### src/rtl/nes_bus_pkg.sv
// Shared host-bus constants and the sprite DMA state type.
package nes_bus_pkg;

  // Host address that starts a sprite DMA transfer.
  localparam logic [15:0] TRIG_ADDR = 16'h4014;
  // PPU OAMDATA register, the destination of every DMA write.
  localparam logic [15:0] OAM_ADDR  = 16'h2004;

  typedef enum logic [2:0] {
    IDLE,
    HALT,
    DUMMY,
    ALIGN,
    READ,
    WRITE
  } dma_state_t;

endpackage

### src/rtl/cpu_tick.sv
// CPU cycle boundary detector: one-clock strobe on a falling edge of phi2.
module cpu_tick (
  input  logic I_clock,
  input  logic I_reset,
  input  logic I_phy2,
  output logic O_tick
);

  logic r_phy2;

  // Remember last clock's phi2 so its falling edge can be spotted.
  always_ff @(posedge I_clock) begin
    if (I_reset) begin
      r_phy2 <= 1'b0;
    end else begin
      r_phy2 <= I_phy2;
    end
  end

  assign O_tick = r_phy2 & ~I_phy2;

endmodule

### src/rtl/oam_dma.sv
// Sprite DMA: a CPU write to the trigger address copies one page into OAM,
// halting the core and taking over the host bus for the duration.
module oam_dma
  import nes_bus_pkg::*;
#(
  parameter logic [15:0] P_trig_addr = TRIG_ADDR,
  parameter logic [15:0] P_oam_addr  = OAM_ADDR,
  parameter int unsigned P_count     = 256
) (
  input  logic        I_clock,
  input  logic        I_reset,
  input  logic        I_phy2,
  input  logic [15:0] I_host_addr,
  input  logic        I_host_rdwr,
  input  logic [7:0]  I_host_data,
  input  logic [7:0]  I_rd_data,
  output logic        O_ready,
  output logic        O_bus_own,
  output logic [15:0] O_addr,
  output logic        O_rdwr,
  output logic [7:0]  O_wr_data,
  output logic        O_busy
);

  localparam logic [7:0] LAST_IDX = 8'(P_count - 1);

  logic       w_tick;
  dma_state_t r_state;
  dma_state_t w_state;
  logic [7:0] r_page;
  logic [7:0] r_index;
  logic [7:0] r_wr_data;
  // 0 = get cycle, 1 = put cycle; runs freely so DMA can align to it.
  logic       r_parity;
  logic       w_trigger;

  cpu_tick u_cpu_tick (
    .I_clock (I_clock),
    .I_reset (I_reset),
    .I_phy2  (I_phy2),
    .O_tick  (w_tick)
  );

  assign w_trigger = (I_host_addr == P_trig_addr) && !I_host_rdwr;

  // Next-state decode; only CPU cycle boundaries move the FSM.
  always_comb begin
    w_state = r_state;
    if (w_tick) begin
      unique case (r_state)
        IDLE:    if (w_trigger) w_state = HALT;
        // The 6502 only honours RDY on reads, so wait for one.
        HALT:    if (I_host_rdwr) w_state = DUMMY;
        // Parity is about to toggle: 1 now means the next cycle is a get.
        DUMMY:   w_state = r_parity ? READ : ALIGN;
        ALIGN:   w_state = READ;
        READ:    w_state = WRITE;
        WRITE:   w_state = (r_index == LAST_IDX) ? IDLE : READ;
        default: w_state = IDLE;
      endcase
    end
  end

  // State, parity, page, index and data registers.
  always_ff @(posedge I_clock) begin
    if (I_reset) begin
      r_state   <= IDLE;
      r_parity  <= 1'b0;
      r_page    <= 8'h00;
      r_index   <= 8'h00;
      r_wr_data <= 8'h00;
    end else begin
      r_state <= w_state;
      if (w_tick) begin
        r_parity <= ~r_parity;
        if (r_state == IDLE && w_trigger) begin
          r_page <= I_host_data;
        end
        if (r_state == READ) begin
          r_wr_data <= I_rd_data;
        end
        if (r_state == WRITE) begin
          r_index <= (r_index == LAST_IDX) ? 8'h00 : r_index + 8'h01;
        end
      end
    end
  end

  // Bus drive and handshake outputs follow directly from the state.
  always_comb begin
    O_ready   = 1'b0;
    O_bus_own = 1'b1;
    O_addr    = P_oam_addr;
    O_rdwr    = 1'b1;
    O_busy    = 1'b1;
    unique case (r_state)
      IDLE: begin
        O_ready   = 1'b1;
        O_bus_own = 1'b0;
        O_addr    = 16'h0000;
        O_busy    = 1'b0;
      end
      HALT: begin
        O_bus_own = 1'b0;
        O_addr    = 16'h0000;
      end
      DUMMY, ALIGN: begin
        O_addr = P_oam_addr;
      end
      READ: begin
        O_addr = {r_page, r_index};
      end
      WRITE: begin
        O_addr = P_oam_addr;
        O_rdwr = 1'b0;
      end
      default: begin
        O_ready   = 1'b1;
        O_bus_own = 1'b0;
        O_addr    = 16'h0000;
        O_busy    = 1'b0;
      end
    endcase
  end

  assign O_wr_data = r_wr_data;

endmodule

### config.mk
export PLATFORM = sky130hd
export DESIGN_NAME = oam_dma
export DESIGN_NICKNAME = d
export VERILOG_FILES = /design/src/rtl/nes_bus_pkg.sv /design/src/rtl/cpu_tick.sv /design/src/rtl/oam_dma.sv
export SDC_FILE = /design/constraint.sdc
export NUM_CORES = 1
export LEC_CHECK = 0
export ABC_CLOCK_PERIOD_IN_PS = 4010
export BUFFER_PORTS_ARGS = -buffer_cell sky130_fd_sc_hd__buf_4
export CORE_MARGIN = 2
export CORE_UTILIZATION = 51
export CTS_CLUSTER_DIAMETER = 120
export DETAILED_ROUTE_END_ITERATION = 6
export PLACE_DENSITY = 0.91
export SLEW_MARGIN = 20
export SYNTH_ARGS = -nofsm -noshare
export SYNTH_HDL_FRONTEND = slang
export SYNTH_HIERARCHICAL = 1
export SYNTH_SLANG_ARGS = --single-unit
### constraint.sdc
create_clock -name I_clock -period 4.01 [get_ports I_clock]
set_input_delay 0.2005 -clock I_clock [delete_from_list [all_inputs] [get_ports I_clock]]
set_output_delay 0.2005 -clock I_clock [all_outputs]
set_load 0.05 [all_outputs]
==> impl_results.md, run 1 <==
* Status: completed
* Min Clock Period, post-route at 2.25 ns
* First-pass GRT wire length at 5430 um
* F_max at 444 MHz
* Sw Share at 19.5%
* Area grow syn2layout at 36.8%
* Post-Layout Cell Count at 276
* P_int at 0.508 mW
* Yosys reg bits at 29
* Sequential share of the synthesized area at 38.7%
* Final setup violation count at 0
* Syn_area_per_cell at 8.07 um^2
* Die area at 3390 um^2
* NumNets Final at 281
* Vias in the first global route at 1351
* Max-Cap Viols at 0
* Final Cycle Share at 56.2%
* Critical path capture point type: primary output
* CP startpoint kind: register
* DRT Pass-1 Iters at 4
* Mux cell area share after synthesis at 0.667%
* GR Util met3 at 6.25%
* Worst-path clk slew at 0.10 ns
* TritonCTS clock tree: built
* PwrDens at 308 nW/um^2
* Synth area leaders: dfxtp_1, nand2_1, a21oi_1
* GRT busiest layer: met2
* Ys async rst share at 0%
* Largest net degree at the start of global routing at 28
* Final TNS setup at 0 ns
* Clock buffer count from CTS at 5
* Drt wl/cell at 12.6 um
* # rows at 19
* Clock Path Buffers at 2
* Largest family of logic cells by synthesized area: simple AND/OR/NAND/NOR gates
* Die Span Y at 58.2 um
* Clk Latency, worst-skew pair at 0.33 ns
* Ratio of cells with drive above 1 in the final layout at 32.2%
* Vias at 1556
* Global placer's final weighted congestion at 0.759
* Top FF cell, synth: dfxtp_1
* Post-CTS Setup Repair Bufs at 0
* Clock skew at 0.00404 ns
* Crit path max fanout at 14
* Mapped Nets at 223
* Unrepaired setup endpoints after global routing: no
* Most frequent cell after synthesis: dfxtp_1
* Vias per cell at 5.64
* Met2 Use GR at 36.5%
* I/O pins at 64
* CTS Hold Buffers Added at 0
* Most common library cells after synthesis: dfxtp_1, nand2_1, a21oi_1, nor2_1, and2_1
* Crit path from: r_state[2]$_SDFFE_PP0P_
* Quantity of I/O buffers inserted on ports at 63
* Worst hold slack at 0.0877 ns
* Logic pwr share at 6.5%
* Synth Area in Compound Gates at 14.8%
* Slew margin rel. at 48.9%
* Reg power frac at 45.9%
* Post-synthesis adder-cell area fraction at 0.834%
* Share of the synthesized area in the top cell type at 38.7%
* Worst path arrival time at 2.05 ns
* H-Tree Depth at 2
* Post-synthesis simple-gate area fraction at 36.3%
* Post-DP HPWL at 2480 um
* Drc violations at 0
* Post_cts resized at 0
* EDFF count, synth at 0
* Post-synth top area cell: dfxtp_1
* Setup CP Type: register to primary output
* P_sw at 0.123 mW
* Final Util at 73.8%
* Initial Util at 53.9%
* Final Hold Viols at 0
* Num Clock Sinks at 29
* Synth cell types at 44
* Worst vdd ir at 0.336 mV
* P_leak at 0.824 nW
* GR Util met1 at 23.7%
* Final Slew Violations at 0
* Pwr Total at 0.631 mW
* Diode count at 0
* Gr ovfl total at 0
* Hold Path Class: input pin to register
* Core area at 2780 um^2
* Worst R2R Start: u_cpu_tick/r_phy2$_SDFF_PP0_
* Placed insts at 268
* Post-Route WL at 3480 um
* Slew @ Worst Pin at 0.765 ns
* Width of the die at 58.2 um
* Clock power frac at 47.6%
* Tot GR Track Use at 20.9%
* Synth warnings at 6
* Final ANT Viol Nets at 0
* WP data required at 3.81 ns
* Initial DRC Count at 52
* CTS root buffer: clkbuf_4
* Post-Syn Instances at 186
* Antenna violations before repair at 0
* Mapped cell area at 1500 um^2
* Hold Path Origin: I_phy2
* XOR/XNOR Fraction of Synth Area at 3.50%
## routing by layer
layer  up-vias  wire, um
met3         6       282
met5         -         0
met2        64      1720
met1       715      1420
met4         0        48
li1        771         -
## final timing paths
kind | to | slack, ns | depth (start not counted)
max | O_addr[14] | 1.76 | 3
min | u_cpu_tick/r_phy2$_SDFF_PP0_ | 0.09 | 2
max reg2reg | r_page[3]$_SDFFE_PP0P_ | 1.85 | 5
min reg2reg | O_wr_data[2]$_SDFFE_PP0P_ | 0.47 | 2
## power groups by stage
stage          clock (mW)  combinational [mW]  sequential, mW
6_report            0.301              0.0410           0.290
5_1_grt             0.319              0.0439           0.290
4_1_cts             0.304              0.0412           0.290
3_5_place_dp            0              0.0410           0.296
3_3_place_gp            0              0.0408           0.296
2_1_floorplan           0              0.0128           0.296
## metrics by stage
stage	instance area [um^2]	setup WS (ns)
3_5_place_dp	1950	1.90
5_1_grt	2050	1.60
6_report	2050	1.76
3_3_place_gp	1950	1.93
4_1_cts	2050	1.76
2_1_floorplan	1500	1.71
## registers in the layout, indices dropped and copies added (netlist names)
signal and count:
u_cpu_tick/r_phy2 1, r_parity 1, r_index 8, O_wr_data 8, r_state 3, r_page 8
## worst max-delay path, stage by stage, from the launching register on
cell and delay [ns]:
dfxtp_1 0.63, nor3b_2 0.65, and2_1 0.24, buf_4 0.20
## cells by family after synthesis
logic type,after synthesis
DFF,29
AOI/OAI and AO/OA,38
buffers and inverters,16
xor gates and xnor gates,6
adders and majority gates,1
and+or+nand+nor,95
muxes,1
## final cells by class
class	instances	area, um^2
Fill cell	238	729
Inverter	4	15.0
Sequential cell	29	581
Tap cell	31	38.8
Multi-Input combinational cell	141	842
Clock inverter	3	65.1
Clock buffer	5	37.5
Timing Repair Buffer	63	473
## layout by cell type (no fill, tap or decap), types with 2 or more instances in the layout
master	n
o21ai_1	9
and2_1	14
nor3_1	9
buf_4	63
nor2_1	15
nand3_1	4
nand3b_1	2
dfxtp_1	29
nand2b_1	2
inv_1	4
bufinv_16	2
nand2_1	26
xnor2_1	5
nand4_1	8
a21oi_1	19
clkbuf_4	5
o21ai_0	2
No activity file was read; power rests on OpenSTA's default activity.
==> run 2: changes to the inputs <==
- ABC_CLOCK_PERIOD_IN_PS: 4010 -> 1800
- CORE_UTILIZATION: 51 -> 42
- PLACE_DENSITY: 0.91 -> 0.81
- clock period: 4.01 -> 1.8 ns (I/O delays scaled with it)
==> impl_results.md, run 2 (synthesis gave the netlist of run 1 again) <==
* Worst R2R Start: r_state[0]$_SDFFE_PP0P_
* DRT Pass-1 Iters at 4
* Number of fill cells at 287
* Tot GR Track Use at 19.4%
* Min Clock Period, post-route at 1.67 ns
* R2R depth at 4
* H-Tree Depth at 2
* Initial Util at 44.3%
* Die Span Y at 63.8 um
* Final WS setup at 0.131 ns
* I/O pins at 64
* Ratio of cells with drive above 1 in the final layout at 34.5%
* Clock buffer count from CTS at 5
* Global placer's final weighted congestion at 0.743
* Slew @ Worst Pin at 0.420 ns
* Final Hold Viols at 0
* Final ANT Viol Nets at 0
* Crit path max fanout at 9
* Placed insts at 289
* F_max at 599 MHz
* Worst-path clk slew at 0.09 ns
* Area grow syn2layout at 47.2%
* Width of the die at 63.8 um
* Hold Path Class: input pin to register
* Hold Path Origin: I_rd_data[7]
* Num Clock Sinks at 29
* Vias at 1573
* Diode count at 0
* Core area at 3390 um^2
* First-pass GRT wire length at 6300 um
* Worst vdd ir at 0.342 mV
* TritonCTS clock tree: built
* NumNets Final at 297
* PwrDens at 595 nW/um^2
* Drc violations at 0
* Quantity of I/O buffers inserted on ports at 63
* Most common cell after layout, fill and taps aside: buf_4
* # rows at 21
* Setup CP Type: register to primary output
* Vias per cell at 5.12
* Die area at 4070 um^2
* CTS root buffer: clkbuf_4
* Crit path from: r_state[0]$_SDFFE_PP0P_
* Gr ovfl total at 0
* P_leak at 0.890 nW
* Final Cycle Share at 92.7%
* Post-DP HPWL at 2670 um
* Final setup violation count at 0
* Clock skew at 0.0107 ns
* Critical path capture point type: primary output
* Drt wl/cell at 12.2 um
* Antenna violations before repair at 0
* Unrepaired setup endpoints after global routing: no
* Pwr Total at 1.31 mW
* Vias in the first global route at 1478
* Slew margin rel. at 72.0%
* Clock Path Buffers at 2
* CP startpoint kind: register
* Post-Layout Cell Count at 307
* Max-Cap Viols at 0
* WHS Path Cells at 3
* Largest net degree at the start of global routing at 28
* Initial DRC Count at 79
* WP data required at 1.71 ns
* Worst path arrival time at 1.58 ns
* Most frequent cells in the layout: buf_4, dfxtp_1, nand2_1
* Final Slew Violations at 0
* Status: completed
* Post-Route WL at 3760 um
* Clk Latency, worst-skew pair at 0.33 ns
* Final TNS setup at 0 ns
* DP Worst Slack at 0.274 ns
[run 2: through the flow]
step                cell area, um^2  hold WS, ns  util, %
floorplan                      1500        0.156        -
global placement               2020        0.328     59.5
detailed placement             2020        0.333     59.5
CTS                            2180      0.00263     64.3
global route                   2210      0.00965     65.2
finish                         2210      0.00900     65.2
[run 2: final timing paths]
check / end / slack [ns]
max: O_addr[10] / 0.13
min: O_wr_data[7]$_SDFFE_PP0P_ / 0.009
max reg2reg: r_index[7]$_SDFFE_PP0P_ / 0.28
min reg2reg: O_wr_data[2]$_SDFFE_PP0P_ / 0.46
[run 2: worst max-delay path, stage by stage, from the launching register on]
cell	delay (ns)
dfxtp_1	0.44
nor3b_4	0.31
buf_4	0.19
and2_1	0.13
buf_4	0.19
[run 2: layout make-up]
| class | count | area [um^2] | share of cell area [%] |
|---|---|---|---|
| repair buffers | 79 | 611 | 27.6 |
| flip-flops and latches | 29 | 581 | 26.3 |
| multi-input cells | 141 | 860 | 38.9 |
| clock buffers | 7 | 55.1 | 2.49 |
| well taps | 46 | 57.6 | 2.61 |
| inverters | 4 | 15.0 | 0.680 |
| clock inverters | 1 | 30.0 | 1.36 |
[run 2: power by group]
group / switching, mW / internal, mW / leakage, nW / total (mW)
Sequential: 0.00156 / 0.644 / 0.234 / 0.645
Clock: 0.228 / 0.332 / 0.0455 / 0.560
Combinational: 0.0379 / 0.0705 / 0.610 / 0.108
Total: 0.268 / 1.05 / 0.890 / 1.31
[run 2: timing repair]
item / 4_1_cts / 5_1_grt
pin swaps: 0 / 1
hold buffers: 7 / 0
setup buffers: 0 / 3
resized for setup: 1 / 2
setup endpoints to repair: 1 / 9
hold endpoints to repair: 7 / 0
[run 2: layer usage]
layer	vias to the layer above	global-route usage, %	part of all wire [%]
met2	44	34.1	52
met4	0	8.15	1.3
met3	4	3.35	4.2
met5	-	0	0
li1	798	-	-
met1	727	23.2	42
